==> src/rtl/bcd2bin_pkg.sv <==
`default_nettype none
// ============================================================================
// Module      : bcd2bin_pkg
// Description : Shared types and constants for the sequential BCD-to-binary
//               converter (state enum, digit-adjust constants, digit check).
// Revision    : 1.0  initial release
// ============================================================================
package bcd2bin_pkg;

  // Converter control states, 2-bit encoding
  typedef enum logic [1:0] {
    S_IDLE = 2'd0,
    S_LOAD = 2'd1,
    S_CONV = 2'd2,
    S_FIN  = 2'd3
  } state_t;

  // A BCD nibble at or above this value after a right shift needs correction
  localparam logic [3:0] BCD_ADJ_THR   = 4'd8;
  // Correction subtracted from such a nibble
  localparam logic [3:0] BCD_ADJ_VAL   = 4'd3;
  // Largest legal decimal digit
  localparam logic [3:0] BCD_MAX_DIGIT = 4'd9;

  // True when a nibble is not a legal decimal digit
  function automatic logic digit_invalid(input logic [3:0] d);
    return (d > BCD_MAX_DIGIT);
  endfunction

endpackage
`default_nettype wire

==> src/rtl/bcd_digit_adj.sv <==
`default_nettype none
// ============================================================================
// Module      : bcd_digit_adj
// Description : Reverse double-dabble digit correction. A nibble that is 8 or
//               more after the shift has 3 subtracted; otherwise it passes.
// Revision    : 1.0  initial release
// ============================================================================
module bcd_digit_adj
  import bcd2bin_pkg::*;
(
  input  logic [3:0] din,
  output logic [3:0] dout
);

  // Subtract is only taken when din >= 8, so it cannot wrap
  always_comb begin
    dout = din;
    if (din >= BCD_ADJ_THR) begin
      dout = din - BCD_ADJ_VAL;
    end
  end

endmodule
`default_nettype wire

==> src/rtl/bcd2bin_seq.sv <==
`default_nettype none
// ============================================================================
// Module      : bcd2bin_seq
// Description : Sequential BCD-to-binary converter (reverse double-dabble).
//               Start/done handshake, invalid-digit and overflow flags.
//               Optional macro BCD2BIN_SAT_EN: saturate bin on overflow
//               instead of truncating.
// Revision    : 1.0  initial release
// ============================================================================
module bcd2bin_seq
  import bcd2bin_pkg::*;
#(
  parameter int ND = 3,
  parameter int NB = 7
) (
  input  logic            clk,
  input  logic            rst,
  input  logic            start,
  input  logic [4*ND-1:0] bcd,
  output logic [NB-1:0]   bin,
  output logic            busy,
  output logic            done,
  output logic            err
);

  localparam int          W    = 4 * ND;
  localparam int          CW   = $clog2(W);
  localparam logic [CW-1:0] LAST = CW'(W - 1);

  state_t          r_state;
  state_t          w_state_next;
  logic [2*W-1:0]  r_sr;
  logic [CW-1:0]   r_cnt;
  logic            r_inv;
  logic [2*W-1:0]  w_shift;
  logic [W-1:0]    w_adj;
  logic [2*W-1:0]  w_conv;
  logic [W-1:0]    w_raw;
  logic            w_inv;
  logic            w_ovf;

  assign w_shift = r_sr >> 1;
  assign w_conv  = {w_adj, w_shift[W-1:0]};
  assign w_raw   = r_sr[W-1:0];

  // One correction unit per BCD digit of the upper field
  generate
    for (genvar gi = 0; gi < ND; gi++) begin : g_adj
      bcd_digit_adj u_adj (
        .din  (w_shift[W + 4*gi +: 4]),
        .dout (w_adj[4*gi +: 4])
      );
    end
  endgenerate

  // Flag any latched digit that is not 0..9
  always_comb begin
    w_inv = 1'b0;
    for (int i = 0; i < ND; i++) begin
      if (digit_invalid(r_sr[W + 4*i +: 4])) begin
        w_inv = 1'b1;
      end
    end
  end

  // Result does not fit in NB bits
  always_comb begin
    w_ovf = ((w_raw >> NB) != '0);
  end

  // State register
  always_ff @(posedge clk) begin
    if (!rst) begin
      r_state <= S_IDLE;
    end else begin
      r_state <= w_state_next;
    end
  end

  // Next-state logic
  always_comb begin
    w_state_next = r_state;
    case (r_state)
      S_IDLE: if (start) w_state_next = S_LOAD;
      S_LOAD: w_state_next = w_inv ? S_FIN : S_CONV;
      S_CONV: if (r_cnt == LAST) w_state_next = S_FIN;
      S_FIN:  w_state_next = S_IDLE;
      default: w_state_next = S_IDLE;
    endcase
  end

  // Busy covers LOAD and CONV; it drops in the FIN cycle
  always_comb begin
    busy = 1'b0;
    if ((r_state == S_LOAD) || (r_state == S_CONV)) begin
      busy = 1'b1;
    end
  end

  // Datapath: latch, iterate, and register the result with a done pulse
  always_ff @(posedge clk) begin
    if (!rst) begin
      r_sr  <= '0;
      r_cnt <= '0;
      r_inv <= 1'b0;
      bin   <= '0;
      err   <= 1'b0;
      done  <= 1'b0;
    end else begin
      done <= 1'b0;
      case (r_state)
        S_IDLE: begin
          if (start) begin
            r_sr <= {bcd, {W{1'b0}}};
          end
        end
        S_LOAD: begin
          r_inv <= w_inv;
          r_cnt <= '0;
        end
        S_CONV: begin
          r_sr  <= w_conv;
          r_cnt <= r_cnt + CW'(1);
        end
        S_FIN: begin
          done <= 1'b1;
          if (r_inv) begin
            bin <= '0;
            err <= 1'b1;
          end else if (w_ovf) begin
            err <= 1'b1;
`ifdef BCD2BIN_SAT_EN
            bin <= {NB{1'b1}};
`else
            bin <= w_raw[NB-1:0];
`endif
          end else begin
            err <= 1'b0;
            bin <= w_raw[NB-1:0];
          end
        end
        default: ;
      endcase
    end
  end

endmodule
`default_nettype wire

==> config.mk <==
export PLATFORM = sky130hd
export DESIGN_NAME = bcd2bin_seq
export DESIGN_NICKNAME = d
export VERILOG_FILES = /design/src/rtl/bcd2bin_pkg.sv /design/src/rtl/bcd_digit_adj.sv /design/src/rtl/bcd2bin_seq.sv
export SDC_FILE = /design/constraint.sdc
export NUM_CORES = 1
export LEC_CHECK = 0
export ABC_AREA = 1
export BUFFER_PORTS_ARGS = -buffer_cell sky130_fd_sc_hd__buf_2
export CAP_MARGIN = 20
export CELL_PAD_IN_SITES_DETAIL_PLACEMENT = 0
export CELL_PAD_IN_SITES_GLOBAL_PLACEMENT = 1
export CORE_MARGIN = 2
export CORE_UTILIZATION = 35
export DETAILED_ROUTE_END_ITERATION = 7
export HOLD_SLACK_MARGIN = 0.03
export PLACE_DENSITY = 0.74
export SLEW_MARGIN = 20
export SYNTH_ARGS = -nofsm -noshare
export SYNTH_HDL_FRONTEND = slang
export SYNTH_HIERARCHICAL = 1
export SYNTH_SLANG_ARGS = --single-unit
export TNS_END_PERCENT = 5
==> constraint.sdc <==
create_clock -name clk -period 4.1 [get_ports clk]
set_clock_uncertainty 0.2 [all_clocks]
set_input_delay 0.615 -clock clk [delete_from_list [all_inputs] [get_ports clk]]
set_output_delay 0.615 -clock clk [all_outputs]
set_load 0.02 [all_outputs]
==> results_dict.tcl, run 1 <==
set metrics [dict create \
    status "complete, no violations" \
    cts_made_buffers 5 \
    cts.clk_slew.worst_paths_ns 0.07 \
    max_stage_delay_ns 0.43 \
    syn-cell-area_um2 1940 \
    initial_core_util_pct 35.6 \
    worstPathCellList "inv_1 -> ha_1 -> buf_2" \
    cp_slowest_cell "ha_1" \
    maxCapViolCount 0 \
    core_area_um2 5440 \
    final.min_clock_period_ns 2.24 \
    cp_top_family "adder cells" \
    crit_arrival_ns 1.43 \
    power_frac_comb_pct 36.4 \
    ctsHoldBuffers 0 \
    finalHoldViolCount 0 \
    final_util_pct 40.4 \
    slew_violations 0 \
    irDropWorstVdd_uv 204 \
    synth_area_per_cell_um2 7.18 \
    routed_wl_um 3780 \
    r2r_cells 8 \
    drtIter0Drc 85 \
    final_cells 368 \
    max_slew_margin_pct 50.1 \
    htree_levels 2 \
    critPathLaunchType "flop" \
    grt_start_max_net_pins 41 \
    cts_tree "built" \
    mostFrequentLayoutCells "50 x a21oi_1, 49 x nand2_1, 40 x dfxtp_1" \
    synth_ff_type "dfxtp_1" \
    cp_max_fo 8 \
    grt_antenna_before_repair 0 \
    synth_seq_cells 40 \
    grt-ovfl-total 0 \
    power_frac_seq_pct 43.2 \
    cts.sinks 40 \
    drive_gt1_share_pct 11.1 \
    ant_nets 0 \
    post_cts_resized 0 \
    setup.worst_path.end_class "output port" \
    syn2layout_area_growth_pct 13.3 \
    placedCellCount 361 \
    design_area_um2 2200 \
    die_h_um 78.4 \
    synth_warnings 6 \
    fmax_ghz 0.445 \
    switching_share_pct 41.4 \
    clock_latency_ns 0.29 \
    place.gp.congestion 0.720 \
    drt-pass1-iter-count 4 \
    cell_internal_pwr_uw 705 \
    p_per_area_nw_per_um2 548 \
    rows 27 \
    io_pins 25 \
    hold_path_class "reg2reg" \
    dieWidth_um 78.4 \
    io_buffers 24 \
    ctsRootBufferMaster "clkbuf_8" \
    power.share.clock_pct 20.5 \
    yosysSeqAreaShare_pct 41.3 \
    post-route-period-util_pct 54.8 \
    grt_pass1_wl_um 6450 \
    rsz0062_at_grt "no" \
    layout.nets 322 \
    post_cts_buffers 0 \
    required_ns 3.28 \
    worst-path-buf-inv 2 \
    final.setup.tns_ns 0 \
    holdPathStages 2 \
    synth_edf_count 0 \
    tightest_slew_ns 0.747 \
    async_flop_share_pct 0 \
    synthDistinctLibCells 22 \
    setup_viol 0 \
    grtUsageTotal_pct 13.0 \
    grt_pass1_vias 1483 \
    place_area_um2 2120 \
    n_antenna_cell 0 \
    cp.depth 3 \
    critical_path_class "reg2out" \
    synthCells 270 \
    power.switching_uw 498 \
    p_leak_uw 0.000968 \
    place_hpwl_um 2550 \
    wl_per_cell_um 10.3 \
    dieArea_um2 6150 \
    vias 1662 \
    final_common_cell "a21oi_1" \
    viasPerCell 4.52 \
    cts_buffer_depth 2 \
    drcViolationCount 0 \
]
-- power groups by stage --
stage          clock, µW  combinational (µW)  sequential (µW)
6_report             246                 437              519
5_1_grt              269                 511              530
4_1_cts              255                 443              519
3_5_place_dp           0                 439              528
3_3_place_gp           0                 438              530
2_1_floorplan          0                 373              513
-- cell usage after synthesis (all sizes together), types with 2 or more instances --
cell    instances  area, µm²
a21oi          50        250
nand2          49        184
dfxtp          40        801
inv            37        139
o21ai          22        110
nor2           19       78.8
nand3          18       90.1
ha             11        138
buf             7       41.3
clkbuf          4       15.0
xor2            4       35.0
a21boi          3       22.5
nor3            2       10.0
-- stage by stage --
stage | total power, µW | hold slack [ns] | worst slack (ns)
2_1_floorplan | 886 | 0.241 | 2.39
3_3_place_gp | 968 | 0.253 | 1.94
3_5_place_dp | 968 | 0.256 | 1.91
4_1_cts | 1220 | 0.267 | 1.85
5_1_grt | 1310 | 0.286 | 1.70
6_report | 1200 | 0.262 | 1.86
-- registers in the layout, indices dropped and copies added, names as in the netlist --
| register | count |
|---|---|
| r_sr | 24 |
| r_cnt | 4 |
| done | 1 |
| bin | 7 |
| err | 1 |
| r_inv | 1 |
| r_state | 2 |
-- kinds of logic (layout without fill, tap and decap cells) --
kind of cell / Yosys count / after routing / synth area share, %
other: 1 / 6 / 0.193
adders and majority gates: 11 / 11 / 7.10
AOI/OAI and AO/OA: 77 / 77 / 20.5
xor gates and xnor gates: 4 / 4 / 1.81
DFF: 40 / 40 / 41.3
buffers and inverters: 48 / 69 / 10.1
and+or+nand+nor: 89 / 89 / 19.0
-- tightest hold or removal path, stage by stage (launching register included) --
cell     delay (ns)
dfxtp_1        0.31
nand2_1        0.05
a21oi_1        0.06
-- final cells by class --
| type | count | area, µm² |
|---|---|---|
| multi-input combinational | 187 | 961 |
| clock inverter | 1 | 5.00 |
| clock buffer | 6 | 72.6 |
| sequential | 40 | 801 |
| fill | 597 | 3240 |
| timing repair buffer | 25 | 128 |
| inverter | 37 | 139 |
| tap | 72 | 90.1 |
-- final timing paths --
kind	slack, ns	endpoint	start
max	1.86	busy	r_state[0]$_SDFFE_PN0P_
min	0.26	bin[6]$_SDFFE_PN0P_	bin[6]$_SDFFE_PN0P_
max reg2reg	1.88	r_sr[7]$_SDFFE_PN0P_	r_state[0]$_SDFFE_PN0P_
min reg2reg	0.26	bin[6]$_SDFFE_PN0P_	bin[6]$_SDFFE_PN0P_
-- layer usage --
layer  vias to the layer above  track usage (%)  share of wire, %  wire [µm]
li1                        916                -                 -          -
met1                       721             17.6                53       2010
met2                        18             20.6                43       1620
met3                         7             2.87               2.9        111
met4                         0             4.21               1.1         42
met5                         -                0                 0          0
(Power assumes the default switching activity.)
==> inputs of run 2 (changes only) <==
==> constraint.sdc (replaced) <==
create_clock -name clk -period 2.19 [get_ports clk]
set_clock_uncertainty 0.2 [all_clocks]
set_input_delay 0.3285 -clock clk [delete_from_list [all_inputs] [get_ports clk]]
set_output_delay 0.3285 -clock clk [all_outputs]
set_load 0.02 [all_outputs]
==> run 2 against run 1 <==
Against the previous run: routed wire length up 2.2%; first-iteration DRC count up 39%; largest cell class unchanged; die area unchanged; register-to-register slack worse by 1.5 ns; sequential power up 87%; critical endpoint unchanged; non-clock buffer count up 4; setup slack worse by 1.6 ns; sequential cell count unchanged.
==> results_dict.tcl, run 2 (synthesis results as in run 1) <==
set metrics [dict create \
    layout.nets 326 \
    core_area_um2 5440 \
    n_antenna_cell 0 \
    max_slew_margin_pct 53.9 \
    met2_length_um 1680 \
    io_buffers 24 \
    p_leak_uw 0.000998 \
    post_cts_buffers 0 \
    maxCapViolCount 0 \
    rows 27 \
    cp_max_fo 8 \
    largest_reg_flops 24 \
    drt-pass1-iter-count 5 \
    grt_antenna_before_repair 0 \
    r2r-end "r_sr[10]$_SDFFE_PN0P_" \
    crit_arrival_ns 1.39 \
    ctsRootBufferMaster "clkbuf_8" \
    vias 1691 \
    route.met3.wl_um 104 \
    p_per_area_nw_per_um2 1040 \
    syn2layout_area_growth_pct 15.6 \
    power.share.clock_pct 21.5 \
    cts.sinks 40 \
    fmax_ghz 0.522 \
    post-route-period-util_pct 87.4 \
    holdPathStages 5 \
    viasPerCell 4.53 \
    switching_share_pct 40.2 \
    top_register "r_sr" \
    cts.clk_slew.worst_paths_ns 0.08 \
    critPathLaunchType "flop" \
    ant_nets 0 \
    cell_internal_pwr_uw 1390 \
    cts_tree "built" \
    final.setup.tns_ns 0 \
    mostFrequentLayoutCells "50 x a21oi_1, 49 x nand2_1, 40 x dfxtp_1" \
    timing.rr.start "r_state[0]$_SDFFE_PN0P_" \
    critical_path_class "reg2out" \
    place_hpwl_um 2700 \
    required_ns 1.66 \
    min_to "r_sr[15]$_SDFFE_PN0P_" \
    hold_path_class "in2reg" \
    whs_ns 0.221 \
    dieWidth_um 78.4 \
    reg2reg_slack_ns 0.40 \
    grt_pass1_wl_um 6930 \
    power.switching_uw 937 \
    final_util_pct 41.2 \
    final_common_cell "a21oi_1" \
    power_frac_seq_pct 41.6 \
    ctsHoldBuffers 0 \
    setup.worst_path.end_class "output port" \
    min_from "bcd[3]" \
    r2r_cells 8 \
    wl_per_cell_um 10.4 \
    slew_violations 0 \
    grt-ovfl-total 0 \
    drive_gt1_share_pct 13.0 \
    dieArea_um2 6150 \
    post_cts_resized 0 \
    die_h_um 78.4 \
    status "complete, no violations" \
    setup_viol 0 \
    finalHoldViolCount 0 \
    grt_pass1_vias 1549 \
    biggestRegsByFlops "r_sr x24, bin x7, r_cnt x4" \
    io_pins 25 \
    place.gp.congestion 0.742 \
    rsz0062_at_grt "no" \
    power_frac_comb_pct 36.9 \
    final.min_clock_period_ns 1.91 \
    drtIter0Drc 118 \
    htree_levels 2 \
    drcViolationCount 0 \
    cts_buffer_depth 2 \
    clock_latency_ns 0.28 \
    tightest_slew_ns 0.691 \
    grt_start_max_net_pins 25 \
    routed_wl_um 3870 \
    top_layer_used "met4" \
    irDropWorstVdd_uv 572 \
    grtUsageTotal_pct 14.0 \
    cts_made_buffers 5 \
    met1Wirelength_um 2060 \
    initial_core_util_pct 35.6 \
]
## run 2: routing by layer
metal	up-vias	GRT usage, %
li1	926	-
met1	746	19.1
met2	17	21.5
met3	2	3.45
met4	0	4.74
met5	-	0
## run 2: worst max-delay path by stage
| stage | start | depth (start not counted) | slack (ns) | to |
|---|---|---|---|---|
| CTS | r_state[1]$_SDFFE_PN0P_ | 3 | 0.25 | busy |
| floorplan | r_state[0]$_SDFFE_PN0P_ | 5 | 0.60 | r_cnt[3]$_SDFFE_PN0P_ |
| global placement | r_state[0]$_SDFFE_PN0P_ | 7 | 0.42 | r_state[0]$_SDFFE_PN0P_ |
| global route | r_state[1]$_SDFFE_PN0P_ | 3 | 0.15 | busy |
| detailed placement | r_state[0]$_SDFFE_PN0P_ | 8 | 0.40 | r_sr[3]$_SDFFE_PN0P_ |
| finish | r_state[1]$_SDFFE_PN0P_ | 3 | 0.28 | busy |
## run 2: final cells by class
type | count | area, µm²
clock inverter | 2 | 10.0
sequential | 40 | 801
timing repair buffer | 29 | 158
inverter | 37 | 139
clock buffer | 6 | 82.6
multi-input combinational | 187 | 961
fill | 599 | 3200
tap | 72 | 90.1
## run 2: metrics by stage
step	total power (µW)	area (µm²)	instances	setup slack, ns
final	2330	2240	373	0.276
after global routing	2560	2240	373	0.150
after CTS	2370	2240	373	0.245
after detailed placement	1860	2150	365	0.404
after global placement	1860	2150	365	0.417
after floorplan	1660	1960	275	0.602
## run 2: power groups by stage
stage	sequential (µW)	combinational [µW]	clock, µW
after floorplan	960	698	0
after global placement	989	868	0
after detailed placement	987	870	0
after CTS	971	876	521
after global routing	993	1020	546
final	969	861	500
## run 2: critical path, cell delays in order, from the launching register on
cell	delay, ns
dfxtp_1	0.38
inv_1	0.09
ha_1	0.42
buf_2	0.22
